$ cat config.mk
export PLATFORM = sky130hd
export DESIGN_NAME = ov7670_sccb_init
export DESIGN_NICKNAME = d
export VERILOG_FILES = /design/src/rtl/ov7670_sccb_init.sv
export SDC_FILE = /design/constraint.sdc
export NUM_CORES = 1
export LEC_CHECK = 0
export ABC_AREA = 1
export CELL_PAD_IN_SITES_DETAIL_PLACEMENT = 1
export CELL_PAD_IN_SITES_GLOBAL_PLACEMENT = 2
export CORE_MARGIN = 10
export CORE_UTILIZATION = 35
export DETAILED_ROUTE_END_ITERATION = 6
export PLACE_DENSITY_LB_ADDON = 0.1
export SETUP_SLACK_MARGIN = 0.15
export SYNTH_ARGS = -nofsm -noshare
export SYNTH_HDL_FRONTEND = slang
export SYNTH_SLANG_ARGS = --single-unit
export TNS_END_PERCENT = 1
$ cat constraint.sdc
create_clock -name clk -period 2.95 [get_ports clk]
set_clock_uncertainty 0.05 [all_clocks]
set_input_delay 0.4425 -clock clk [delete_from_list [all_inputs] [get_ports clk]]
set_output_delay 0.4425 -clock clk [all_outputs]
set_load 0.1 [all_outputs]
$ cat src/rtl/ov7670_sccb_init.sv
// ----------------------------------------------------------------------------
// ov7670_sccb_init
//
// Brings up an OV7670 camera after reset by writing a fixed 17-entry register
// table over SCCB (write-only, device address 0x42). The first entry is the
// COM7 soft reset, so a longer settle delay follows it. Every other write is
// followed by a short gap. Once the last entry has been written the bus idles
// high and init_done stays high until the next reset.
//
// Ports
//   clk        in   1  system clock (100 MHz nominal)
//   rst        in   1  synchronous active-high reset; restarts the whole table
//   sioc       out  1  SCCB clock, idles high, registered
//   siod       out  1  SCCB data, push-pull, idles high, registered
//   init_done  out  1  high once all 17 writes have completed
// ----------------------------------------------------------------------------
module ov7670_sccb_init #(
    parameter int INIT_DELAY  = 100000,
    parameter int RESET_DELAY = 100000,
    parameter int GAP_DELAY   = 5000,
    parameter int QTR         = 250
) (
    input  logic clk,
    input  logic rst,
    output logic sioc,
    output logic siod,
    output logic init_done
);

    localparam int MAX_A = (INIT_DELAY > RESET_DELAY) ? INIT_DELAY : RESET_DELAY;
    localparam int MAX_B = (MAX_A > GAP_DELAY) ? MAX_A : GAP_DELAY;
    localparam int MAX_C = (MAX_B > QTR) ? MAX_B : QTR;
    localparam int CW    = $clog2(MAX_C + 1);

    typedef enum logic [2:0] {
        WAIT_INIT,
        START,
        BITS,
        STOP,
        DELAY,
        DONE
    } state_t;

    state_t        state, state_n;
    logic [CW-1:0] cnt, cnt_n;
    logic [1:0]    qtr, qtr_n;
    logic [4:0]    bit_idx, bit_n;
    logic [4:0]    idx, idx_n;
    logic          sioc_n, siod_n, done_n;

    logic [15:0]   entry;
    logic [26:0]   frame;
    logic [4:0]    bit_pos;
    logic          qtr_last;
    logic [CW-1:0] delay_last;

    // Register table, looked up with the next index so the registered siod
    // lines up with the registered state.
    always_comb begin
        entry = 16'hFFFF;
        case (idx_n)
            5'd0:  entry = 16'h1280;
            5'd1:  entry = 16'h1214;
            5'd2:  entry = 16'h40D0;
            5'd3:  entry = 16'h8C00;
            5'd4:  entry = 16'h1101;
            5'd5:  entry = 16'h0C00;
            5'd6:  entry = 16'h3E00;
            5'd7:  entry = 16'h0400;
            5'd8:  entry = 16'h3A04;
            5'd9:  entry = 16'h13E7;
            5'd10: entry = 16'h1448;
            5'd11: entry = 16'h1716;
            5'd12: entry = 16'h1804;
            5'd13: entry = 16'h3224;
            5'd14: entry = 16'h1902;
            5'd15: entry = 16'h1A7A;
            5'd16: entry = 16'h030A;
            default: entry = 16'hFFFF;
        endcase
    end

    // 27-bit SCCB frame; the don't-care (ack) slots are driven high.
    assign frame      = {8'h42, 1'b1, entry[15:8], 1'b1, entry[7:0], 1'b1};
    assign bit_pos    = 5'd26 - bit_n;
    assign qtr_last   = (cnt == CW'(QTR - 1));
    assign delay_last = (idx == 5'd0) ? CW'(RESET_DELAY - 1) : CW'(GAP_DELAY - 1);

    // Next-state logic. START, BITS and STOP are all paced in quarter-bit
    // steps: cnt counts clocks within a quarter, qtr counts quarters.
    always_comb begin
        state_n = state;
        cnt_n   = cnt;
        qtr_n   = qtr;
        bit_n   = bit_idx;
        idx_n   = idx;
        case (state)
            WAIT_INIT: begin
                if (cnt == CW'(INIT_DELAY - 1)) begin
                    state_n = START;
                    cnt_n   = '0;
                    qtr_n   = 2'd0;
                end else begin
                    cnt_n = cnt + CW'(1);
                end
            end
            START, BITS, STOP: begin
                if (!qtr_last) begin
                    cnt_n = cnt + CW'(1);
                end else begin
                    cnt_n = '0;
                    qtr_n = qtr + 2'd1;
                    if (state == START && qtr == 2'd1) begin
                        state_n = BITS;
                        qtr_n   = 2'd0;
                        bit_n   = 5'd0;
                    end else if (state == BITS && qtr == 2'd3) begin
                        if (bit_idx == 5'd26) begin
                            state_n = STOP;
                            qtr_n   = 2'd0;
                        end else begin
                            bit_n = bit_idx + 5'd1;
                        end
                    end else if (state == STOP && qtr == 2'd1) begin
                        state_n = DELAY;
                        qtr_n   = 2'd0;
                    end
                end
            end
            DELAY: begin
                if (cnt == delay_last) begin
                    cnt_n = '0;
                    if (idx == 5'd16) begin
                        state_n = DONE;
                    end else begin
                        idx_n   = idx + 5'd1;
                        state_n = START;
                        qtr_n   = 2'd0;
                    end
                end else begin
                    cnt_n = cnt + CW'(1);
                end
            end
            DONE: begin
                state_n = DONE;
            end
            default: begin
                state_n = WAIT_INIT;
                cnt_n   = '0;
            end
        endcase
    end

    // Output values are decoded from the next state so they can be registered
    // alongside it. In BITS, siod changes only at quarter 0 (sioc low) and
    // sioc is high during quarters 1 and 2.
    always_comb begin
        sioc_n = 1'b1;
        siod_n = 1'b1;
        done_n = 1'b0;
        case (state_n)
            START: begin
                sioc_n = 1'b1;
                siod_n = 1'b0;
            end
            BITS: begin
                sioc_n = (qtr_n == 2'd1) || (qtr_n == 2'd2);
                siod_n = frame[bit_pos];
            end
            STOP: begin
                sioc_n = (qtr_n == 2'd1);
                siod_n = 1'b0;
            end
            DONE: begin
                done_n = 1'b1;
            end
            default: begin
                sioc_n = 1'b1;
                siod_n = 1'b1;
            end
        endcase
    end

    always_ff @(posedge clk) begin
        if (rst) begin
            state     <= WAIT_INIT;
            cnt       <= '0;
            qtr       <= 2'd0;
            bit_idx   <= 5'd0;
            idx       <= 5'd0;
            sioc      <= 1'b1;
            siod      <= 1'b1;
            init_done <= 1'b0;
        end else begin
            state     <= state_n;
            cnt       <= cnt_n;
            qtr       <= qtr_n;
            bit_idx   <= bit_n;
            idx       <= idx_n;
            sioc      <= sioc_n;
            siod      <= siod_n;
            init_done <= done_n;
        end
    end

endmodule

# [Yosys cells after proc, flatten, opt, wreduce, memory -nomap -nowiden]
# Memory sizes are Yosys's and may differ from the RTL's.
# Index checks and enable logic that the tools add are counted.
[word_totals] rom_bits=512 n_memories=1 out_inout_bits=3 input_bits=2 elab_cells=77 regBits=35
[memory_table] memory="(name not given)" depth=32 word_bits=16 rd=1 rd_clocked_by_memory_dff=0 wr=0 line_no="61" text="case (idx_n)"
[op_classes] eq_ne=18 n_mux=36 addsub=5 reduce_logical=8 magnitude_cmp=1
[ops] operator="$mux 17" n=4
[ops] operator="$pmux 17 s4" n=1
[ops] operator="$mux 5" n=8
[ops] operator="$mux 3" n=8
[ops] operator="$add 17x1->17 const B" n=1
[ops] operator="$eq 17x17->1" n=1
[ops] operator="$eq 17x17->1 const B" n=1
[ops] operator="$eq 17x8->1 const B" n=1
[ops] operator="$mux 2" n=8
[ops] operator="$eq 3x2->1 const B" n=4
[ops] operator="$pmux 3 s4" n=1
[ops] operator="$add 5x1->5 const B" n=2
[ops] operator="$eq 5x5->1 const B" n=2
[ops] operator="$eq 3x3->1 const B" n=3
[ops] operator="$eq 3x1->1 const B" n=2
[ops] operator="$lt 5x6->1 const B" n=1
[ops] operator="$pmux 2 s3" n=1
[ops] operator="$bmux 1 s5" n=1
[ops] operator="$logic_not 5->1" n=1
[ops] operator="$sub 5x5->5 const A" n=1
[ops] operator="$eq 2x1->1 const B" n=2
[ops] operator="$eq 2x2->1 const B" n=2
[ops] operator="$pmux 1 s2" n=2
[ops] operator="$logic_and 1x1->1" n=3
[ops] operator="6 further kinds" n=7

# [Depth between registers and ports, before layout]
[depth] ltp_word=10 depth_mapped=26 depth_no_buf=26

# [Least setup slack after synthesis]
# Ideal clock, no wire load.
[synth_timing] kind="register -> register" from="reg cnt[0]" to="reg siod" setup_ns=0.115 stages_incl_launch_ff=23 required_ns=2.785 arrival_time_ns=2.563 slack_ns=0.223 period_less_slack_ns=2.727 n_path_buf=0 path_cell_list="dfxtp_1 > ha_1 > nand2_1 > nor3_1 > nand4_2 > o21ai_1 > nand2_1 > o21ai_0 > inv_1 > ha_1 > inv_1 > nand2_1 > a21oi_1 > a21oi_1 > nand3_1 > nor2_1 > nand2_1 > nand3_1 > nand2_1 > inv_1 > nand2_1 > nand2_1 > nand2_1"
[synth_between] elab_chain_len=7 elab_cells_between_ends=20 classes_between="1 x add/sub; 6 x eq/ne; 11 x mux; 1 x reduce/logical; 1 x memory"
[synth_lines] element="start: declaration" line_no="45" text="logic [CW-1:0] cnt, cnt_n;"
[synth_lines] element="start signal: assignment" line_no="196" text="cnt <= cnt_n;"
[synth_lines] element="$eq 17x8->1" line_no="86" text="assign qtr_last = (cnt == CW'(QTR - 1));"
[synth_lines] element="$mux 5" line_no="108" text="if (!qtr_last) begin"
[synth_lines] element="$mux 5" line_no="97" text="case (state)"
[synth_lines] element="net bit_n[1]" line_no="47" text="logic [4:0] bit_idx, bit_n;"
[synth_lines] element="$sub 5x5->5" line_no="85" text="assign bit_pos = 5'd26 - bit_n;"
[synth_lines] element="$bmux 1 s5" line_no="168" text="siod_n = frame[bit_pos];"
[synth_lines] element="$mux 1 (not written as such)" line_no="168"
[synth_lines] element="$pmux 1 s2" line_no="161" text="case (state_n)"
[synth_lines] element="end signal: assignment" line_no="201" text="siod <= siod_n;"
[synth_lines] element="end: declaration" line_no="26" text="output logic siod,"
# The timed path passes the listed nets, and every way through them passes these cells. The select of a mux whose other input is x is not followed.
# A chain may end at the register's enable or synchronous reset.

# [Final worst setup path]
[layout_timing] from="reg cnt[3]" to="reg siod"
[layout_between] elab_chain_len=7 elab_cells_between_ends=20 classes_between="1 x add/sub; 6 x eq/ne; 11 x mux; 1 x reduce/logical; 1 x memory"
[layout_lines] element="$eq 17x17->1" line_no="131" text="if (cnt == delay_last) begin"
[layout_lines] element="$mux 5" line_no="131"
[layout_lines] element="$mux 5" line_no="97"
[layout_lines] element="net idx_n[0]" line_no="48" text="logic [4:0] idx, idx_n;"
[layout_lines] element="$mem_v2 32x16"
[layout_lines] element="$bmux 1 s5" line_no="168"
[layout_lines] element="$mux 1 (not written as such)" line_no="168"
[layout_lines] element="$pmux 1 s2" line_no="161"
# The timed path passes the listed nets, and every way through them passes these cells. The select of a mux whose other input is x is not followed.

==> flow_metrics.py <==
metrics = {
    "floorplanning": {
        "start_util_pct": 36.2,
        "die_h_um": 115,
        "num_rows": 34,
        "die_area_sq_um": 13300,
        "coreArea_sq_um": 8760,
        "io_pins": 5,
        "die_w_um": 115,
    },
    "clock_network": {
        "tritoncts": "built",
        "h-tree-depth": 2,
        "cts_buffer_depth": 2,
        "clk_latency_ns": 0.30,
        "hold_buffers": 0,
        "cts_root_buffer": "clkbuf_8",
        "path_clk_slew_ns": 0.09,
        "cts_buffers": 5,
        "cts_sinks": 35,
    },
    "detailed_routing": {
        "viasPerCell": 5.24,
        "wirelength_um": 10600,
        "drt_first_pass_iters": 4,
        "drc_errors": 0,
        "via_count": 3486,
        "drt_iter0_markers": 199,
        "wl_per_cell_um": 16.0,
        "ant_nets": 0,
    },
    "grt": {
        "grt-ovfl-total": 0,
        "grt_pass1_wl_um": 17000,
        "grt_max_degree": 16,
        "grt_pass1_vias": 3405,
        "track_usage_pct": 15.4,
        "antenna_found_initial": 0,
    },
    "timing": {
        "tightest_slew_ns": 0.562,
        "fin_crit_sh_pct": 91.1,
        "min_period_ns": 2.69,
        "maxSlewViolCount": 0,
        "worst_slack_ns": 0.263,
        "finalHoldViolCount": 0,
        "maxClockFrequency_ghz": 0.372,
        "setup_viol": 0,
        "rsz0062_at_grt": "yes",
        "relSlewSlack_pct": 62.2,
        "setup_tns_ns": 0,
    },
    "yosys": {
        "yosys-top-cells-area": "dfxtp_1 (22%), nand2_1 (16%), nor2_1 (7.9%), ha_1 (7.1%), inv_1 (6.6%)",
        "yosysSeqAreaShare_pct": 22.1,
        "synth_edf_count": 0,
        "synthCells": 510,
        "synth_top_area_cell": "dfxtp_1",
        "netlist_top_cells_count": "nand2_1 (138), nor2_1 (67), inv_1 (56)",
        "ys_warn_count": 0,
        "synthDistinctLibCells": 51,
        "ys.flop_type": "dfxtp_1",
        "netlist_area_sq_um": 3180,
        "yosysMostFrequentCell": "nand2_1",
        "ys_async_sr_fraction_pct": 0,
        "yosysTopAreaCellShare_pct": 22.1,
        "syn_nets": 530,
        "synth_seq_cells": 35,
        "avgSynthCellArea_sq_um": 6.23,
    },
    "pwr": {
        "p_leak_nw": 1.72,
        "ir_drop_v": 0.000150,
        "powerDensity_nw_per_um2": 222,
    },
    "final_layout": {
        "antenna_cells": 0,
        "final_nets": 576,
        "design_area_sq_um": 4050,
        "fin_util_pct": 46.2,
        "layout.cells.non_filler": 665,
        "area_delta_synth_final_pct": 27.4,
        "drive_above_1_share_pct": 30.0,
    },
    "critical_path": {
        "crit_top_cell": "nand2_1",
        "critPathKind": "reg2reg",
        "end_kind": "register",
        "crit_path_start": "cnt[3]",
        "crit_fanout": 8,
        "cp_slowest_cell": "dfxtp_1",
        "worst-endpoint-required_ns": 3.15,
        "r2r_start": "cnt[3]",
        "reg2reg_slack_ns": 0.26,
        "worstPathArrival_ns": 2.88,
        "reg2reg_depth": 24,
        "timing.rr.end": "siod",
        "slowest_delay_ns": 0.36,
        "crit_chain": "nor2_1, nand2_1, nor2_2, nand2_2, nand2_2, nand4_1, nand2_1, nand2_2, buf_6, ha_4, inv_1, o21ai_2, nand2_1, nand2_1, nand2_1, nand2_1, inv_1, nand2_2, nand3_2, nand2_1, inv_1, nand2_1, nand2_1, nand2_1",
        "startpoint_type": "register",
    },
    "place": {
        "dp_cells": 638,
        "dpl_worst_slack_ns": 0.0526,
        "hpwl_um": 7760,
        "place_area_sq_um": 3470,
        "port_buffers": 4,
        "gp_congestion": 0.833,
    },
    "run_status": {
        "status": "finished clean",
    },
    "run": {
        "cap_violations": 0,
    },
    "worst_hold_path": {
        "whs_path_depth": 2,
        "hold_path.class": "reg2reg",
        "hold_start": "cnt[16]",
        "hold_end": "cnt[16]",
    },
}
==> cell families after synthesis <==
logic type               count (synthesis)  share of synthesized area (%)
AO/OA/AOI/OAI                           62                           12.3
AND/OR/NAND/NOR                        306                           45.1
adder cells (fa/ha/maj)                 18                           7.09
flip-flops                              35                           22.1
buffers and inverters                   78                           10.4
XOR/XNOR                                11                           3.03
==> critical path, delay by kind of cell, from the launching register on <==
kind / cells / cell delay (ns)
and+or+nand+nor: 18 / 1.57
DFF: 1 / 0.36
buffers and inverters: 4 / 0.28
adders and majority gates: 1 / 0.26
AOI/OAI and AO/OA: 1 / 0.11
==> power by group <==
| group | leakage, nW | internal (mW) | switching, mW | total (mW) |
|---|---|---|---|---|
| Combinational | 1.39 | 0.0216 | 0.0253 | 0.0469 |
| Clock | 0.0412 | 0.166 | 0.205 | 0.370 |
| Sequential | 0.289 | 0.475 | 0.00651 | 0.482 |
| Total | 1.72 | 0.662 | 0.236 | 0.899 |
==> layer usage <==
layer	share of wire, %	global-route usage (%)
met5	0	0
met4	1.6	4.04
met3	2.5	2.29
met2	46	24.0
met1	50	21.4
==> what timing repair did <==
item                                    CTS  global route
resized for setup                         8            99
setup buffers                             0            19
pin swaps                                 0            35
cloned                                    0             0
endpoints found under the setup margin    1             1
==> area by class of cell <==
class | count | area [sq um]
Clock buffer | 6 | 72.6
Clock inverter | 2 | 12.5
Fill cell | 1148 | 4720
Inverter | 67 | 274
Multi-Input combinational cell | 397 | 2450
Sequential cell | 35 | 723
Tap cell | 108 | 135
Timing Repair Buffer | 50 | 382
==> stage by stage <==
stage | hold slack, ns | power (mW)
after detailed placement | 0.479 | 0.524
after global routing | 0.523 | 0.932
final | 0.487 | 0.899
after CTS | 0.490 | 0.891
after global placement | 0.465 | 0.523
after floorplan | 0.434 | 0.510
==> cell usage in the layout (no fill, tap or decap), types with 8 or more instances in the layout <==
| cell type | Yosys | layout |
|---|---|---|
| nor2_2 | 5 | 10 |
| ha_1 | 18 | 9 |
| nand4_1 | 15 | 15 |
| dfxtp_1 | 35 | 23 |
| buf_4 | 1 | 48 |
| nand3_1 | 41 | 34 |
| nand3_2 | 4 | 11 |
| nor2_4 | 2 | 8 |
| nand2_1 | 138 | 124 |
| nand2_2 | 8 | 16 |
| a21oi_1 | 20 | 18 |
| inv_2 | 10 | 15 |
| inv_1 | 56 | 44 |
| nor2_1 | 67 | 56 |
| dfxtp_2 | 0 | 9 |
| xor2_1 | 8 | 8 |
| nand2_4 | 5 | 11 |
| o21ai_0 | 12 | 11 |
==> state kept, by name, indices dropped and copies added (netlist names) <==
register / count
sioc: 1
qtr: 2
siod: 1
state: 3
init_done: 1
bit_idx: 5
idx: 5
cnt: 17
==> how the worst max path moves through the flow <==
stage            to  cells after the start
6_report       siod                     24
3_5_place_dp   siod                     21
5_1_grt        siod                     24
3_3_place_gp   siod                     21
4_1_cts        siod                     21
2_1_floorplan  siod                     22
No activity file was read; power rests on OpenSTA's default activity.
